`config.mk`:
```
export PLATFORM = sky130hd
export DESIGN_NAME = regfile_wr_arbiter_flat
export DESIGN_NICKNAME = d
export VERILOG_FILES = /design/src/rtl/brq_rf_pkg.sv /design/src/rtl/regfile_wr_arbiter_if.sv /design/src/rtl/brq_starve_cnt.sv /design/src/rtl/regfile_wr_arbiter.sv /design/src/flat_wrapper.sv
export SDC_FILE = /design/constraint.sdc
export NUM_CORES = 1
export LEC_CHECK = 0
export CAP_MARGIN = 30
export CORE_ASPECT_RATIO = 1.1
export CORE_MARGIN = 2
export CORE_UTILIZATION = 38
export DETAILED_ROUTE_END_ITERATION = 12
export MAX_ROUTING_LAYER = met4
export PLACE_DENSITY = 0.79
export SETUP_SLACK_MARGIN = 0.5
export SYNTH_ARGS = -nofsm -noshare
export SYNTH_HDL_FRONTEND = slang
export SYNTH_HIERARCHICAL = 1
export SYNTH_SLANG_ARGS = --single-unit
```
`constraint.sdc`:
```
create_clock -name brq_clk -period 2.25 [get_ports brq_clk]
set_clock_uncertainty 0.05 [all_clocks]
set_input_delay 0.5625 -clock brq_clk [delete_from_list [all_inputs] [get_ports brq_clk]]
set_output_delay 0.5625 -clock brq_clk [all_outputs]
set_load 0.02 [all_outputs]
```
`src/rtl/brq_rf_pkg.sv`:
```
// Shared types and register indices for the blocks on the register-file write side.
package brq_rf_pkg;

  typedef enum logic {ARB_INIT, ARB_RUN} arb_state_e;

  localparam int REG_X0 = 0;
  localparam int REG_SP = 2;

endpackage

```
`src/rtl/regfile_wr_arbiter_if.sv`:
```
// Requester handshakes plus the register-file write port, bundled for the write arbiter.
interface regfile_wr_arbiter_if #(
  parameter int DataWidth    = 32,
  parameter int AddrRegWidth = 5
);

  logic                    alu_valid;
  logic [AddrRegWidth-1:0] alu_rd;
  logic [DataWidth-1:0]    alu_data;
  logic                    alu_ready;
  logic                    lsu_valid;
  logic [AddrRegWidth-1:0] lsu_rd;
  logic [DataWidth-1:0]    lsu_data;
  logic                    lsu_ready;
  logic                    rf_we;
  logic [AddrRegWidth-1:0] rf_waddr;
  logic [DataWidth-1:0]    rf_wdata;
  logic                    init_done;

  modport master (
    output alu_valid, alu_rd, alu_data, lsu_valid, lsu_rd, lsu_data,
    input  alu_ready, lsu_ready, rf_we, rf_waddr, rf_wdata, init_done
  );

  modport slave (
    input  alu_valid, alu_rd, alu_data, lsu_valid, lsu_rd, lsu_data,
    output alu_ready, lsu_ready, rf_we, rf_waddr, rf_wdata, init_done
  );

endinterface

```
`src/rtl/brq_starve_cnt.sv`:
```
// Saturating wait counter; hit flags that the blocked requester must now be served.
module brq_starve_cnt #(
  parameter int MaxCount = 4,
  parameter int Width    = 4
) (
  input  logic clk,
  input  logic rst_n,
  input  logic inc,
  input  logic clr,
  output logic hit
);

  localparam logic [Width-1:0] MaxVal = Width'(MaxCount);

  logic [Width-1:0] cnt;

  assign hit = (cnt == MaxVal);

  always_ff @(posedge clk or negedge rst_n) begin
    if (!rst_n) begin
      cnt <= '0;
    end else if (clr) begin
      cnt <= '0;
    end else if (inc && !hit) begin
      cnt <= cnt + 1'b1;
    end
  end

endmodule

```
`src/rtl/regfile_wr_arbiter.sv`:
```
// Owns the regfile write port: sweeps x1..x31 after reset, then arbitrates ALU/LSU writeback.
module regfile_wr_arbiter
  import brq_rf_pkg::*;
#(
  parameter int                   DataWidth    = 32,
  parameter int                   AddrRegWidth = 5,
  parameter logic [DataWidth-1:0] SpInit       = DataWidth'(32'h200),
  parameter int                   MaxWait      = 4
) (
  input logic                 brq_clk,
  input logic                 brq_rst,
  regfile_wr_arbiter_if.slave bus
);

  localparam int                      NumRegs = 2 ** AddrRegWidth;
  localparam logic [AddrRegWidth-1:0] LastIdx = AddrRegWidth'(NumRegs - 1);
  localparam logic [AddrRegWidth-1:0] SpIdx   = AddrRegWidth'(REG_SP);
  localparam logic [AddrRegWidth-1:0] X0Idx   = AddrRegWidth'(REG_X0);

  arb_state_e              state;
  logic [AddrRegWidth-1:0] sweep_idx;
  logic                    rf_we_q;
  logic [AddrRegWidth-1:0] rf_waddr_q;
  logic [DataWidth-1:0]    rf_wdata_q;
  logic                    init_done_q;

  logic                    force_lsu;
  logic                    alu_ready;
  logic                    lsu_ready;
  logic                    alu_acc;
  logic                    lsu_acc;
  logic                    starve_inc;
  logic                    starve_clr;
  logic                    nxt_we;
  logic [AddrRegWidth-1:0] nxt_addr;
  logic [DataWidth-1:0]    nxt_data;

  // Only counts LSU blocking while arbitrating; the sweep is not a starvation event.
  brq_starve_cnt #(
    .MaxCount (MaxWait),
    .Width    (4)
  ) u_starve (
    .clk   (brq_clk),
    .rst_n (brq_rst),
    .inc   (starve_inc),
    .clr   (starve_clr),
    .hit   (force_lsu)
  );

  always_comb begin
    alu_ready = 1'b0;
    lsu_ready = 1'b0;
    if (state == ARB_RUN) begin
      lsu_ready = bus.lsu_valid & (force_lsu | ~bus.alu_valid);
      alu_ready = ~(bus.lsu_valid & force_lsu);
    end
  end

  assign alu_acc    = bus.alu_valid & alu_ready;
  assign lsu_acc    = bus.lsu_valid & lsu_ready;
  assign starve_inc = (state == ARB_RUN) & bus.lsu_valid & ~lsu_ready;
  assign starve_clr = ~starve_inc;

  // Writes to x0 complete the handshake but leave the port idle and the address/data held.
  always_comb begin
    nxt_we   = 1'b0;
    nxt_addr = rf_waddr_q;
    nxt_data = rf_wdata_q;
    if (state == ARB_INIT) begin
      nxt_we   = 1'b1;
      nxt_addr = sweep_idx;
      nxt_data = (sweep_idx == SpIdx) ? SpInit : '0;
    end else if (alu_acc) begin
      if (bus.alu_rd != X0Idx) begin
        nxt_we   = 1'b1;
        nxt_addr = bus.alu_rd;
        nxt_data = bus.alu_data;
      end
    end else if (lsu_acc) begin
      if (bus.lsu_rd != X0Idx) begin
        nxt_we   = 1'b1;
        nxt_addr = bus.lsu_rd;
        nxt_data = bus.lsu_data;
      end
    end
  end

  always_ff @(posedge brq_clk or negedge brq_rst) begin
    if (!brq_rst) begin
      state       <= ARB_INIT;
      sweep_idx   <= AddrRegWidth'(1);
      rf_we_q     <= 1'b0;
      rf_waddr_q  <= '0;
      rf_wdata_q  <= '0;
      init_done_q <= 1'b0;
    end else begin
      rf_we_q    <= nxt_we;
      rf_waddr_q <= nxt_addr;
      rf_wdata_q <= nxt_data;
      if (state == ARB_INIT) begin
        if (sweep_idx == LastIdx) begin
          state       <= ARB_RUN;
          init_done_q <= 1'b1;
        end else begin
          sweep_idx <= sweep_idx + 1'b1;
        end
      end
    end
  end

  assign bus.alu_ready = alu_ready;
  assign bus.lsu_ready = lsu_ready;
  assign bus.rf_we     = rf_we_q;
  assign bus.rf_waddr  = rf_waddr_q;
  assign bus.rf_wdata  = rf_wdata_q;
  assign bus.init_done = init_done_q;

endmodule
```
`src/flat_wrapper.sv`:
```
// flat-port wrapper written by rule: the top's interface ports become plain ports
module regfile_wr_arbiter_flat import brq_rf_pkg::*;
#(
  parameter int                   DataWidth    = 32,
  parameter int                   AddrRegWidth = 5,
  parameter logic [DataWidth-1:0] SpInit       = DataWidth'(32'h200),
  parameter int                   MaxWait      = 4
)
  (brq_clk, brq_rst, bus_alu_valid, bus_alu_rd, bus_alu_data, bus_lsu_valid, bus_lsu_rd, bus_lsu_data, bus_alu_ready, bus_lsu_ready, bus_rf_we, bus_rf_waddr, bus_rf_wdata, bus_init_done);
  regfile_wr_arbiter_if #(.DataWidth(DataWidth), .AddrRegWidth(AddrRegWidth)) bus_i ();
  input logic brq_clk;
  input logic brq_rst;
  input wire logic [$bits(bus_i.alu_valid)-1:0] bus_alu_valid;
  input wire logic [$bits(bus_i.alu_rd)-1:0] bus_alu_rd;
  input wire logic [$bits(bus_i.alu_data)-1:0] bus_alu_data;
  input wire logic [$bits(bus_i.lsu_valid)-1:0] bus_lsu_valid;
  input wire logic [$bits(bus_i.lsu_rd)-1:0] bus_lsu_rd;
  input wire logic [$bits(bus_i.lsu_data)-1:0] bus_lsu_data;
  output wire logic [$bits(bus_i.alu_ready)-1:0] bus_alu_ready;
  output wire logic [$bits(bus_i.lsu_ready)-1:0] bus_lsu_ready;
  output wire logic [$bits(bus_i.rf_we)-1:0] bus_rf_we;
  output wire logic [$bits(bus_i.rf_waddr)-1:0] bus_rf_waddr;
  output wire logic [$bits(bus_i.rf_wdata)-1:0] bus_rf_wdata;
  output wire logic [$bits(bus_i.init_done)-1:0] bus_init_done;
  assign bus_i.alu_valid = bus_alu_valid;
  assign bus_i.alu_rd = bus_alu_rd;
  assign bus_i.alu_data = bus_alu_data;
  assign bus_i.lsu_valid = bus_lsu_valid;
  assign bus_i.lsu_rd = bus_lsu_rd;
  assign bus_i.lsu_data = bus_lsu_data;
  assign bus_alu_ready = bus_i.alu_ready;
  assign bus_lsu_ready = bus_i.lsu_ready;
  assign bus_rf_we = bus_i.rf_we;
  assign bus_rf_waddr = bus_i.rf_waddr;
  assign bus_rf_wdata = bus_i.rf_wdata;
  assign bus_init_done = bus_i.init_done;
  regfile_wr_arbiter #(.DataWidth(DataWidth), .AddrRegWidth(AddrRegWidth), .SpInit(SpInit), .MaxWait(MaxWait)) u_core (.brq_clk(brq_clk), .brq_rst(brq_rst), .bus(bus_i));
endmodule
```
---- Yosys cells after proc, flatten, opt, wreduce, memory -nomap -nowiden ----
Cells that the tools add are included.
cells by class
  add/sub/neg operators ................... 2
  mux-type cells .......................... 22
  eq/ne operators ......................... 7
  bitwise gates (word level) .............. 12
  reductions and logical operators ........ 7
operators with widths
  cell                 number
  $mux 32              5
  $mux 5               5
  $mux 10              1
  $reduce_bool 5->1    2
  $mux 1               9
  $ne 3x3->1 const B   3
  $mux 4               2
  $and 1x1->1          6
  $add 5x1->5 const B  1
  $eq 5x2->1 const B   1
  $eq 5x5->1 const B   1
  $not 1->1            5
  $add 4x1->4 const B  1
  $eq 4x3->1 const B   1
  $reduce_and 2->1     2
  $reduce_and 3->1     1
  $ne 2x1->1 const B   1
  $logic_and 1x1->1    1
  $logic_not 1->1      1
  $or 1x1->1           1
storage, ports and cells
  logic and storage cells ................. 57
  output and inout port bits .............. 41
  bits in registers ....................... 49

---- Longest topological paths before layout ----
Gate-level depths: netlist of run 1.
  depth in word-level cells ............... 9
  mapped depth ............................ 11

---- Hierarchy ----
The synthesis of run 1 kept the hierarchy.
modules (own cells, without submodules)
  module              cells each  area each (µm²)  instances
  regfile_wr_arbiter  250         2474.9           1
  brq_starve_cnt      24          234.0            1

---- Worst setup path after synthesis of run 1 ----
No wires, ideal clock.
  path kind ............................... flip-flop to flip-flop
  start ................................... register u_core.u_starve.cnt[0]
  end ..................................... register u_core.rf_waddr_q[4], in the netlist u_core/bus.rf_waddr[4]
  period minus slack after synthesis ...... 2285 ps
  setup slack ............................. -35 ps
  arrival time ............................ 2110 ps
  buffers on the path ..................... 3
  stages on the path, launching flop included .. 12
  required time ........................... 2075 ps
  cell sequence ........................... dfrtp_1 inv_1 ha_1 nand3b_4 inv_2 a21boi_1 and2_4 buf_6 o32a_1 buf_6 buf_6 mux2_4
between the ends
  word-level cells in the longest chain between the ends .. 7
  elaborated cells between the ends (all ways) .. 15
  classes of those cells .................. 4 x eq/ne; 4 x mux; 6 x bitwise; 1 x reduce/logical
RTL lines
  element                                                             RTL line                                            text
  from (decl)                                                         brq_starve_cnt.sv:15                                logic [Width-1:0] cnt;
  from (signal assigned)                                              brq_starve_cnt.sv:25                                cnt <= cnt + 1'b1;
  $eq 4x3->1 (*)                                                      brq_starve_cnt.sv:17                                assign hit = (cnt == MaxVal);
  named net u_core.force_lsu                                          regfile_wr_arbiter.sv:27                            logic force_lsu;
  $or 1x1->1 / $and 1x1->1 (equally long branches)                    regfile_wr_arbiter.sv:54, regfile_wr_arbiter.sv:55
  $and 1x1->1 / $not 1->1 (equally long branches)                     regfile_wr_arbiter.sv:54, regfile_wr_arbiter.sv:55
  $mux 1                                                              regfile_wr_arbiter.sv:53                            if (state == ARB_RUN) begin
  $and 1x1->1 (on tied branches)                                      regfile_wr_arbiter.sv:60, regfile_wr_arbiter.sv:59
  $ne 3x3->1 (no source line) / $mux 5 (equally long branches)        n/a
  $reduce_and 3->1 (no source line) / $mux 5 (equally long branches)  n/a
  to (signal assigned)                                                regfile_wr_arbiter.sv:98                            rf_waddr_q <= nxt_addr;
  to (decl)                                                           regfile_wr_arbiter.sv:23                            logic [AddrRegWidth-1:0] rf_waddr_q;
Mark *: on every way through the listed nets, which the timed path passes. The rest lies on a longest branch.
A chain may end at the register's enable or synchronous reset.

---- Worst setup path in the final report of run 1 ----
Same ends and word-level chain as after synthesis.

==> impl_results.md, run 1 <==
- Worst-path fanout max: 21
- Max-cap violations: 0
- Wire per inst: 15.5 microns
- Max-slew violation count: 0
- Worst EP required: 2.38 ns
- Fraction of registers with async set/reset: 100%
- N_diodes: 0
- Normalized max-slew margin: 65.1%
- Synth top area cells: dfrtp_1, mux2_4, nand3_1
- Core area: 0.00697 sq mm
- Post-layout instance area: 0.00429 sq mm
- Sequential cell area fraction in the yosys report: 45.3%
- Initial Util: 38.9%
- Post-DRT Antenna Nets: 0
- Die width: 84.5 microns
- CP cell instances: inv_2, ha_4, nand3b_4, inv_4, a21boi_4, buf_6, and2_4, o32a_4, buf_12, mux2_4
- # rows: 32
- Placed instance area: 0.00411 sq mm
- Syn Area/Cell: 9.89 sq um
- Vias/cell: 5.17
- Crit path DAT: 2.28 ns
- I/O Pins: 119
- PortBufs: 118
- CP Launch Type: flop
- CP endpoint: u_core/bus.rf_waddr[4]$_DFFE_PN0P_
- Yosys top cell by area: dfrtp_1
- Mapped Nets: 357
- CP top delay family: buffers and inverters
- Worst R2R Setup Slack: 0.1 ns
- Layout area overhead: 58.4%
- Max clock buf depth: 2
- Max Clk Rate: 0.465 GHz
- Largest net degree at the start of global routing: 38
- HP Class: primary input to asynchronous set/reset pin
- Int Power: 1.68 mW
- Clock-pin slew on the worst setup and hold paths: 0.09 ns
- Worst-Margin Slew: 0.524 ns
- Syn. warnings: 6
- Crit end category: flop
- Final hold viol count: 0
- Period minus WS final: 2.15 ns
- H-Tree Depth: 2
- Post-synth EDFFs: 0
- Fraction of layout cells with a size suffix above 1: 23.0%
- Residual DRC: 0
- Critical path buffers and inverters: 4
- Slowest-stage cell, CP: dfrtp_1
- Clock sinks: 49
- Dpl hpwl: 5.56 mm
- Flop pwr share: 43.8%
- Syn Std Cell Area: 0.00271 sq mm
- Die area: 0.00782 sq mm
- Worst r2r dst: u_core/bus.rf_waddr[4]$_DFFE_PN0P_
- Worst reg2reg path startpoint: u_core/u_starve/cnt[0]$_DFFE_PN0P_
- Final worst-path cycle share: 95.6%
- WP depth: 10
- Unique masters post-synth: 31
- Max incr delay on CP: 0.41 ns
- Die H: 92.6 microns
- First-pass GRT wire length: 12.1 mm
- Final setup vio count: 0
- Synth top area share: 44.3%
- Clock power frac: 26.8%
- Sw power: 0.646 mW
- Switching Fraction: 27.8%
- Vias in the first global route: 2478
- Gate power share: 29.5%
- Initial antenna violation count: 0
- DRT iter0 DRCs: 102
- CTS Hold Bufs: 0
- Fill count: 595
- Peak supply drop: 334 uV
- Syn Inst Count: 274
- WS Path Type: flop to flop
- Layout Nets: 490
- CTS tree: built
- Worst Reg-to-Reg Cells: 10
- RSZ-0062 raised after global routing: yes
- Layout Utilization: 61.6%
- Routed vias: 2549
- Skew-Pair Late Insertion Delay: 0.29 ns
- Drt first pass iters: 4
- #FFs+latches synth: 49
- Status: finished clean
- Critical path startpoint: u_core/u_starve/cnt[0]$_DFFE_PN0P_
- Pwr dens: 541 mW/mm^2
- Post-Route WL: 7.64 mm
- GRT overflow: 0
- Num CTS Buffers: 5
- Clock root buffer: clkbuf_8
- Commonest register cell after synthesis: dfrtp_1
- All-layer global routing usage: 19.9%
- GPL Wtd Cong: 0.863
- Leak: 2.04 nW
kinds of logic after synthesis:
family	count (synthesis)	share of synthesized area (%)
flip-flops	49	45.3
AND/OR/NAND/NOR	99	17.2
AO/OA/AOI/OAI	49	10.6
XOR/XNOR	3	0.970
multiplexers	37	18.0
buffers and inverters	32	5.59
adder cells (fa/ha/maj)	5	2.31
registers in the layout, summed over array words and instances (netlist names):
signal                count
u_core/bus.rf_wdata      32
u_core/bus.rf_waddr       5
u_core/sweep_idx          5
u_core/u_starve/cnt       4
u_core/bus.init_done      1
u_core/bus.rf_we          1
u_core/state              1
per-layer routing:
layer | vias up | share of wire, % | GRT usage [%]
met3 | 10 | 6.9 | 3.12
met5 | - | 0 | -
met4 | 0 | 0.88 | 5.42
met1 | 1202 | 43 | 24.9
met2 | 110 | 50 | 33.6
li1 | 1227 | - | -
power by group through the flow:
stage / logic, mW / registers (mW) / clock network, mW
after floorplan: 0.224 / 1.14 / 0
after global placement: 0.723 / 1.04 / 0
after detailed placement: 0.734 / 1.04 / 0
final: 0.684 / 1.02 / 0.622
after global routing: 0.728 / 1.03 / 0.679
after CTS: 0.688 / 1.02 / 0.646
through the flow:
stage | setup TNS [ns] | instances | power [mW] | hold slack (ns) | worst slack, ns
floorplan | 0 | 274 | 1.37 | 0.217 | 0.0589
global placement | -10.91 | 477 | 1.76 | 0.427 | -0.292
detailed placement | -12.42 | 477 | 1.77 | 0.443 | -0.337
CTS | 0 | 492 | 2.35 | 0.190 | 0.109
global route | 0 | 493 | 2.44 | 0.202 | 0.0466
finish | 0 | 493 | 2.32 | 0.181 | 0.0994
cell usage in the layout, fill, tap and decap left out, drive strengths merged:
master	netlist	routed
nor4	1	1
and2	1	1
xnor2	3	3
o221ai	6	6
clkinv	0	1
clkbuf	13	6
a211oi	1	1
nand3b	1	1
nand2	41	41
or3	1	1
o32a	1	1
nand4	3	3
buf	8	32
dlygate4sd2	0	40
nor3	2	2
a21o	3	3
clkdlybuf4s50	0	75
nand3	42	42
mux2	37	37
o21ai	32	32
nor2b	1	1
nor2	5	5
dfstp	1	1
bufinv	0	1
a21boi	1	1
ha	5	5
a21oi	5	5
and3	1	1
dfrtp	48	48
inv	11	11
final cells by class:
cell class	count	area [sq um]	area share (%)
Clock inverter	2	38.8	0.904
Timing Repair Buffer	147	1410	32.8
Tap cell	85	106	2.48
Clock buffer	6	72.6	1.69
Sequential cell	49	1230	28.6
Inverter	11	43.8	1.02
Multi-Input combinational cell	193	1390	32.5
worst min path at each step:
stage | from | slack, ns | end | cells past startpoint
after floorplan | brq_rst | 0.22 | u_core/bus.init_done$_DFFE_PN0P_ | 0
after global placement | u_core/bus.init_done$_DFFE_PN0P_ | 0.43 | u_core/bus.init_done$_DFFE_PN0P_ | 1
after detailed placement | u_core/bus.rf_wdata[26]$_DFFE_PN0P_ | 0.44 | u_core/bus.rf_wdata[26]$_DFFE_PN0P_ | 1
after CTS | brq_rst | 0.19 | u_core/bus.rf_wdata[22]$_DFFE_PN0P_ | 1
after global routing | brq_rst | 0.20 | u_core/bus.rf_wdata[22]$_DFFE_PN0P_ | 1
final | brq_rst | 0.18 | u_core/bus.rf_wdata[22]$_DFFE_PN0P_ | 1
repair_timing:
action | CTS | global route
setup buffers | 6 | 1
hold endpoints to repair | 0 | 0
endpoints found under the setup margin | 85 | 46
cloned | 1 | 0
pin swaps | 1 | 1
resized for setup | 57 | 4
cells in the mapped netlist (2+ instances only):
master and n:
o221ai_1 6, ha_1 5, nor2_1 5, buf_1 3, mux2_2 18, xnor2_1 3, a21oi_1 5, nand3_1 42
a21o_2 2, nand2_1 41, inv_1 10, nor3_1 2, dfrtp_1 48, mux2_4 19, buf_6 4, clkbuf_1 13
nand4_1 3, o21ai_0 32
(Power assumes the default switching activity.)
==> run 2, diff against run 1 <==
--- a/config.mk
+++ b/config.mk
@@ -11,7 +11,7 @@
 export CORE_UTILIZATION = 38
 export DETAILED_ROUTE_END_ITERATION = 12
 export MAX_ROUTING_LAYER = met4
-export PLACE_DENSITY = 0.79
+export PLACE_DENSITY = 0.82
 export SETUP_SLACK_MARGIN = 0.5
 export SYNTH_ARGS = -nofsm -noshare
 export SYNTH_HDL_FRONTEND = slang
==> run 2 against run 1 <==
Against the previous run:
- power fell by 3.1%
- non-clock buffer count rose by 9
- maximum frequency rose by 1.2%
- hold slack improved by 0.018 ns
- final area rose by 4.7%
- setup slack improved by 0.025 ns
- combinational power rose by 5.6%
- register-to-register slack improved by 0.03 ns
- first-iteration DRC count rose by 38%
- via count rose by 3.4%
- sequential share of layout area fell by 1.3 points
- wire length rose by 6.8%
==> impl_results.md, run 2 (same netlist as run 1, synthesis figures left out) <==
- CTS tree: built (unchanged)
- Crit path DAT: 2.26 ns (was 2.28 ns)
- Dpl ws: -0.366 ns (was -0.337 ns)
- Post-DRT Antenna Nets: 0 (unchanged)
- Leak: 2.18 nW (was 2.04 nW)
- Pwr dens: 501 mW/mm^2 (was 541 mW/mm^2)
- Final setup vio count: 0 (unchanged)
- Dpl hpwl: 5.44 mm (was 5.56 mm)
- Die width: 84.5 microns (unchanged)
- Worst-Margin Slew: 0.552 ns (was 0.524 ns)
- Commonest non-fill, non-tap cell in the layout: clkdlybuf4s50_1 (unchanged)
- Max-slew violation count: 0 (unchanged)
- Post-Route WL: 8.16 mm (was 7.64 mm)
- N_diodes: 0 (unchanged)
- CP Launch Type: flop (unchanged)
- Die area: 0.00782 sq mm (unchanged)
- Critical path startpoint: u_core/u_starve/cnt[0]$_DFFE_PN0P_ (unchanged)
- Wire per inst: 16.3 microns (was 15.5 microns)
- Normalized max-slew margin: 63.2% (was 65.1%)
- All-layer global routing usage: 20.2% (was 19.9%)
- Placed cell count: 474 (was 477)
- Most frequent cells in the layout: clkdlybuf4s50_1, dfrtp_1, dlygate4sd2_1, nand2_1, nand3_1 (was clkdlybuf4s50_1, dfrtp_1, nand2_1, nand3_1, dlygate4sd2_1)
- Clock sinks: 49 (unchanged)
- Worst-path fanout max: 6 (was 21)
- Period minus WS final: 2.13 ns (was 2.15 ns)
- Fin cells: 501 (was 493)
- Layout Nets: 499 (was 490)
- Largest net degree at the start of global routing: 38 (unchanged)
- Clock-pin slew on the worst setup and hold paths: 0.08 ns (was 0.09 ns)
- Initial Util: 38.9% (unchanged)
- Die H: 92.6 microns (unchanged)
- Vias in the first global route: 2610 (was 2478)
- Status: finished clean (unchanged)
- Drt first pass iters: 4 (unchanged)
- Max FFs per register: 32 (unchanged)
- Worst R2R Setup Slack: 0.12 ns (was 0.1 ns)
- Vias/cell: 5.26 (was 5.17)
- Peak supply drop: 310 uV (was 334 uV)
- Final setup margin: 0.125 ns (was 0.0994 ns)
- Num CTS Buffers: 5 (unchanged)
- H-Tree Depth: 2 (unchanged)
- Clock root buffer: clkbuf_8 (unchanged)
- GPL Wtd Cong: 0.813 (was 0.863)
- Skew-Pair Late Insertion Delay: 0.29 ns (about the same)
- DRT iter0 DRCs: 141 (was 102)
- Layout Utilization: 64.5% (was 61.6%)
- HP Class: primary input to asynchronous set/reset pin (unchanged)
- RSZ-0062 raised after global routing: yes (unchanged)
- Fraction of layout cells with a size suffix above 1: 26.2% (was 23.0%)
- Final hold viol count: 0 (unchanged)
- Worst Reg-to-Reg Cells: 9 (was 10)
- Final worst-path cycle share: 94.5% (was 95.6%)
- GRT overflow: 0 (unchanged)
- Residual DRC: 0 (unchanged)
- First-pass GRT wire length: 12.5 mm (was 12.1 mm)
- WS Path Type: flop to flop (unchanged)
- Crit end category: flop (unchanged)
- I/O Pins: 119 (unchanged)
- Core area: 0.00697 sq mm (unchanged)
- Layout area overhead: 65.8% (was 58.4%)
- Max Clk Rate: 0.471 GHz (was 0.465 GHz)
- # rows: 32 (unchanged)
- PortBufs: 118 (unchanged)
- Worst r2r dst: u_core/bus.rf_wdata[4]$_DFFE_PN0P_ (was u_core/bus.rf_waddr[4]$_DFFE_PN0P_)
- Worst reg2reg path startpoint: u_core/u_starve/cnt[0]$_DFFE_PN0P_ (unchanged)
- Worst EP required: 2.38 ns (about the same)
- Max clock buf depth: 2 (unchanged)
- Initial antenna violation count: 0 (unchanged)
- Routed vias: 2635 (was 2549)
- Max-cap violations: 0 (unchanged)
[run 2: cell types whose count changed in the layout (fill, tap and decap cells not counted), sizes merged]
cell	previous run	this run
clkdlybuf4s50	75	68
buf	32	38
dlygate4sd2	40	46
clkbuf	6	9
bufbuf	0	1
bufinv	1	0
clkinv	1	0
dlymetal6s2s	0	1
[run 2: repair_timing]
item,in CTS,in global routing
setup buffers,9,6
hold buffers,0,0
endpoints found under the setup margin,83,48
cloned,2,3
pin swaps,10,5
resized for setup,72,19
[run 2: power by group]
part	internal (mW)	switching, mW
Clock	0.244	0.267
Combinational	0.400	0.322
Sequential	0.969	0.0474
[run 2: per-stage QoR]
| step | cell area (sq um) | TNS, ns | hold slack (ns) | total power, mW |
|---|---|---|---|---|
| 2_1_floorplan | 2740 | 0 | 0.217 | 1.37 |
| 6_report | 4490 | 0 | 0.199 | 2.25 |
| 5_1_grt | 4490 | 0 | 0.244 | 2.37 |
| 4_1_cts | 4310 | 0 | 0.217 | 2.24 |
| 3_3_place_gp | 4080 | -11.98 | 0.409 | 1.75 |
| 3_5_place_dp | 4080 | -13.58 | 0.410 | 1.77 |
[run 2: per-layer routing]
layer / vias up / wire length [microns] / track usage [%]
met5: - / 0 / -
met4: 0 / 80 / 4.89
met3: 11 / 423 / 3.48
met2: 99 / 4160 / 34.0
met1: 1284 / 3490 / 25.6
li1: 1241 / - / -
[run 2: worst max-delay path, stage by stage, from the launching register on]
cell and delay, ns:
dfrtp_1 0.38, inv_2 0.06, ha_4 0.16, nand3b_4 0.08, inv_4 0.06, a21boi_4 0.24
and2_4 0.20, o32a_4 0.26, clkbuf_16 0.19, mux2_2 0.32
[run 2: layout make-up]
class | instances | area [sq um]
Clock buffer | 7 | 86.3
Fill cell | 596 | 2470
Inverter | 11 | 43.8
Multi-Input combinational cell | 193 | 1470
Sequential cell | 49 | 1230
Tap cell | 85 | 106
Timing Repair Buffer | 156 | 1560
[run 2: how the worst max path moves through the flow]
stage                                                      to
after CTS                 u_core/bus.rf_wdata[13]$_DFFE_PN0P_
after global placement    u_core/bus.rf_wdata[31]$_DFFE_PN0P_
after floorplan            u_core/bus.rf_waddr[4]$_DFFE_PN0P_
final                      u_core/bus.rf_wdata[4]$_DFFE_PN0P_
after global routing       u_core/bus.rf_wdata[6]$_DFFE_PN0P_
after detailed placement  u_core/bus.rf_wdata[23]$_DFFE_PN0P_
==> run 3, diff against run 2 <==
--- a/config.mk
+++ b/config.mk
@@ -9,7 +9,9 @@
 export CORE_ASPECT_RATIO = 1.1
 export CORE_MARGIN = 2
 export CORE_UTILIZATION = 38
+export CTS_CLUSTER_DIAMETER = 40
 export DETAILED_ROUTE_END_ITERATION = 12
+export GPL_TIMING_DRIVEN = 0
 export MAX_ROUTING_LAYER = met4
 export PLACE_DENSITY = 0.82
 export SETUP_SLACK_MARGIN = 0.5
==> run 3 against run 2 <==
Against the previous run:
- first-iteration DRC count is 23% lower
- power is 2.5% lower
- final area is 4.6% lower
- combinational power is 4.8% lower
- core utilization is 2.9 points lower
- global-route usage is 0.22 points higher
- sequential share of layout area is 1.3 points higher
- flip-flop and latch count stayed put
- sequential power hardly changed
- wire length is 0.99% lower
- hold slack better by 0.0092 ns
- die area stayed put
- largest cell class unchanged
- largest power group unchanged
==> impl_results.md, run 3 (same netlist as run 1, synthesis figures left out) <==
- Critical path buffers and inverters: 5 (was 3)
- Gate power share: 31.3% (was 32.1%)
- Critical path startpoint: u_core/u_starve/cnt[1]$_DFFE_PN0P_ (was u_core/u_starve/cnt[0]$_DFFE_PN0P_)
- GRT overflow: 0 (unchanged)
- Most used cell, CP: buf_6
- GPL Wtd Cong: 0.897 (was 0.813)
- Drt first pass iters: 6 (was 4)
- Die width: 84.5 microns (unchanged)
- Commonest non-fill, non-tap cell in the layout: clkdlybuf4s50_1 (unchanged)
- Initial antenna violation count: 0 (unchanged)
- Final worst-path cycle share: 98.7% (was 94.5%)
- Normalized max-slew margin: 60.3% (was 63.2%)
- Worst-path fanout max: 10 (was 6)
- WS Path Type: flop to flop (unchanged)
- H-Tree Depth: 2 (unchanged)
- PortBufs: 118 (unchanged)
- I/O Pins: 119 (unchanged)
- Status: finished clean (unchanged)
- Die H: 92.6 microns (unchanged)
- Max-slew violation count: 0 (unchanged)
- Residual DRC: 0 (unchanged)
- Worst EP required: 2.38 ns (about the same)
- Max FFs per register: 32 (unchanged)
- Fraction of layout cells with a size suffix above 1: 21.5% (was 26.2%)
- Flop pwr share: 46.1% (was 45.2%)
- RSZ-0062 raised after global routing: yes (unchanged)
- Slowest-stage cell, CP: dfrtp_1 (unchanged)
- Placed instance area: 0.00404 sq mm (was 0.00408 sq mm)
- Die area: 0.00782 sq mm (unchanged)
- Max clock buf depth: 2 (unchanged)
- All-layer global routing usage: 20.4% (was 20.2%)
- CTS tree: built (unchanged)
- Layout area overhead: 58.2% (was 65.8%)
- Worst reg2reg path startpoint: u_core/u_starve/cnt[1]$_DFFE_PN0P_ (was u_core/u_starve/cnt[0]$_DFFE_PN0P_)
- Tot Pwr: 2.19 mW (was 2.25 mW)
- Peak supply drop: 288 uV (was 310 uV)
- Clock power frac: 22.5% (was 22.7%)
- Wire per inst: 16.0 microns (was 16.3 microns)
- N_diodes: 0 (unchanged)
- Crit end category: flop (unchanged)
- Pwr dens: 512 mW/mm^2 (was 501 mW/mm^2)
- Leak: 2.04 nW (was 2.18 nW)
- Final TNS setup: 0 ns (unchanged)
- CP cell instances: inv_2, ha_4, nand3b_4, inv_4, a21boi_4, and2_4, buf_6, o32a_1, buf_6, buf_8, mux2_4 (was inv_2, ha_4, nand3b_4, inv_4, a21boi_4, and2_4, o32a_4, clkbuf_16, mux2_2)
- # rows: 32 (unchanged)
- CTS Hold Bufs: 0 (unchanged)
- Placed cell count: 478 (was 474)
- Sw power: 0.627 mW (was 0.637 mW)
- CP Launch Type: flop (unchanged)
- Post-DRT Antenna Nets: 0 (unchanged)
- Final setup vio count: 0 (unchanged)
- Post-layout instance area: 0.00429 sq mm (was 0.00449 sq mm)
- Final hold viol count: 0 (unchanged)
- Clock root buffer: clkbuf_8 (unchanged)
- Int Power: 1.57 mW (was 1.61 mW)
- Max-cap violations: 0 (unchanged)
- Clock sinks: 49 (unchanged)
- Most frequent cells in the layout: clkdlybuf4s50_1, dfrtp_1, dlygate4sd2_1, nand2_1, nand3_1 (unchanged)
- Layout Nets: 501 (was 499)
- Worst-Margin Slew: 0.596 ns (was 0.552 ns)
- Vias/cell: 5.25 (was 5.26)
- Period minus WS final: 2.22 ns (was 2.13 ns)
- Core area: 0.00697 sq mm (unchanged)
- Routed vias: 2645 (was 2635)
- Switching Fraction: 28.6% (was 28.3%)
- Max Clk Rate: 0.450 GHz (was 0.471 GHz)
- Initial Util: 38.9% (unchanged)
- Clock-pin slew on the worst setup and hold paths: 0.09 ns (was 0.08 ns)
- DRT iter0 DRCs: 109 (was 141)
- First-pass GRT wire length: 12.5 mm (about the same)
- Fin cells: 504 (was 501)
- Vias in the first global route: 2591 (was 2610)
- CP top delay family: buffers and inverters (was compound AO/OA/AOI/OAI gates)
- Largest net degree at the start of global routing: 27 (was 38)
- Num CTS Buffers: 5 (unchanged)
- Crit path DAT: 2.35 ns (was 2.26 ns)
- Max incr delay on CP: 0.40 ns (was 0.38 ns)
- HP Class: primary input to asynchronous set/reset pin (unchanged)
- Dpl hpwl: 5.88 mm (was 5.44 mm)
- Post-Route WL: 8.08 mm (was 8.16 mm)
- Skew-Pair Late Insertion Delay: 0.29 ns (about the same)
[run 3: cell count changes in the layout (fill, tap and decap cells not counted), moves of 5 or more]
| cell | before | now |
|---|---|---|
| buf_4 | 27 | 19 |
| dlygate4sd2_1 | 46 | 41 |
| mux2_4 | 26 | 19 |
| clkbuf_1 | 1 | 11 |
| mux2_2 | 11 | 18 |
| clkdlybuf4s50_1 | 68 | 74 |
[run 3: metal layers]
metal	up-vias	track usage [%]	share of wire, %
met5	-	-	0
li1	1248	-	-
met3	10	3.21	6.5
met1	1260	26.1	42
met4	0	5.29	1.1
met2	127	34.2	50
[run 3: worst reg2reg max path, stage by stage, from the launching register on]
cell,delay (ns)
dfrtp_1,0.40
inv_2,0.09
ha_4,0.14
nand3b_4,0.08
inv_4,0.08
a21boi_4,0.06
and2_4,0.15
buf_6,0.12
o32a_1,0.35
buf_6,0.15
buf_8,0.15
mux2_4,0.30
[run 3: final cells by class]
class	instances	area (sq um)
multi-input combinational	193	1380
tap	85	106
inverter	11	43.8
fill	591	2680
clock buffer	8	80.1
buffer	21	151
timing repair buffer	137	1300
sequential	49	1230
[run 3: path summary, 6_finish.rpt]
| kind | endpoint | slack, ns | cells past startpoint |
|---|---|---|---|
| worst max register to register | u_core/bus.rf_wdata[13]$_DFFE_PN0P_ | 0.03 | 11 |
| worst min register to register | u_core/bus.init_done$_DFFE_PN0P_ | 0.41 | 1 |
| worst min-delay path | u_core/bus.rf_wdata[15]$_DFFE_PN0P_ | 0.21 | 1 |
| min in group brq_clk | u_core/bus.init_done$_DFFE_PN0P_ | 0.41 | 1 |
| max in group asynchronous | u_core/sweep_idx[0]$_DFFE_PN1P_ | 1.33 | 2 |
| worst max-delay path | u_core/bus.rf_wdata[13]$_DFFE_PN0P_ | 0.03 | 11 |
[run 3: power by group through the flow]
| stage | sequential, mW | combinational, mW | clock (mW) |
|---|---|---|---|
| 5_1_grt | 1.03 | 0.733 | 0.546 |
| 6_report | 1.01 | 0.687 | 0.494 |
| 4_1_cts | 1.01 | 0.679 | 0.509 |
| 3_3_place_gp | 1.03 | 0.713 | 0 |
| 3_5_place_dp | 1.03 | 0.727 | 0 |
| 2_1_floorplan | 1.14 | 0.224 | 0 |
[run 3: repair_timing]
action	CTS	global route
setup endpoints to repair	85	44
pin swaps	2	0
setup buffers	13	4
resized for setup	65	11
cloned	0	1
endpoints found under the hold margin	0	0
[run 3: per-stage QoR]
step | utilization, % | hold slack (ns) | setup slack, ns
floorplan | - | 0.217 | 0.0589
detailed placement | 58.0 | 0.402 | -0.740
CTS | 60.6 | 0.217 | 0.0393
finish | 61.5 | 0.208 | 0.0302
global route | 61.5 | 0.235 | -0.0307
global placement | 57.8 | 0.395 | -0.864
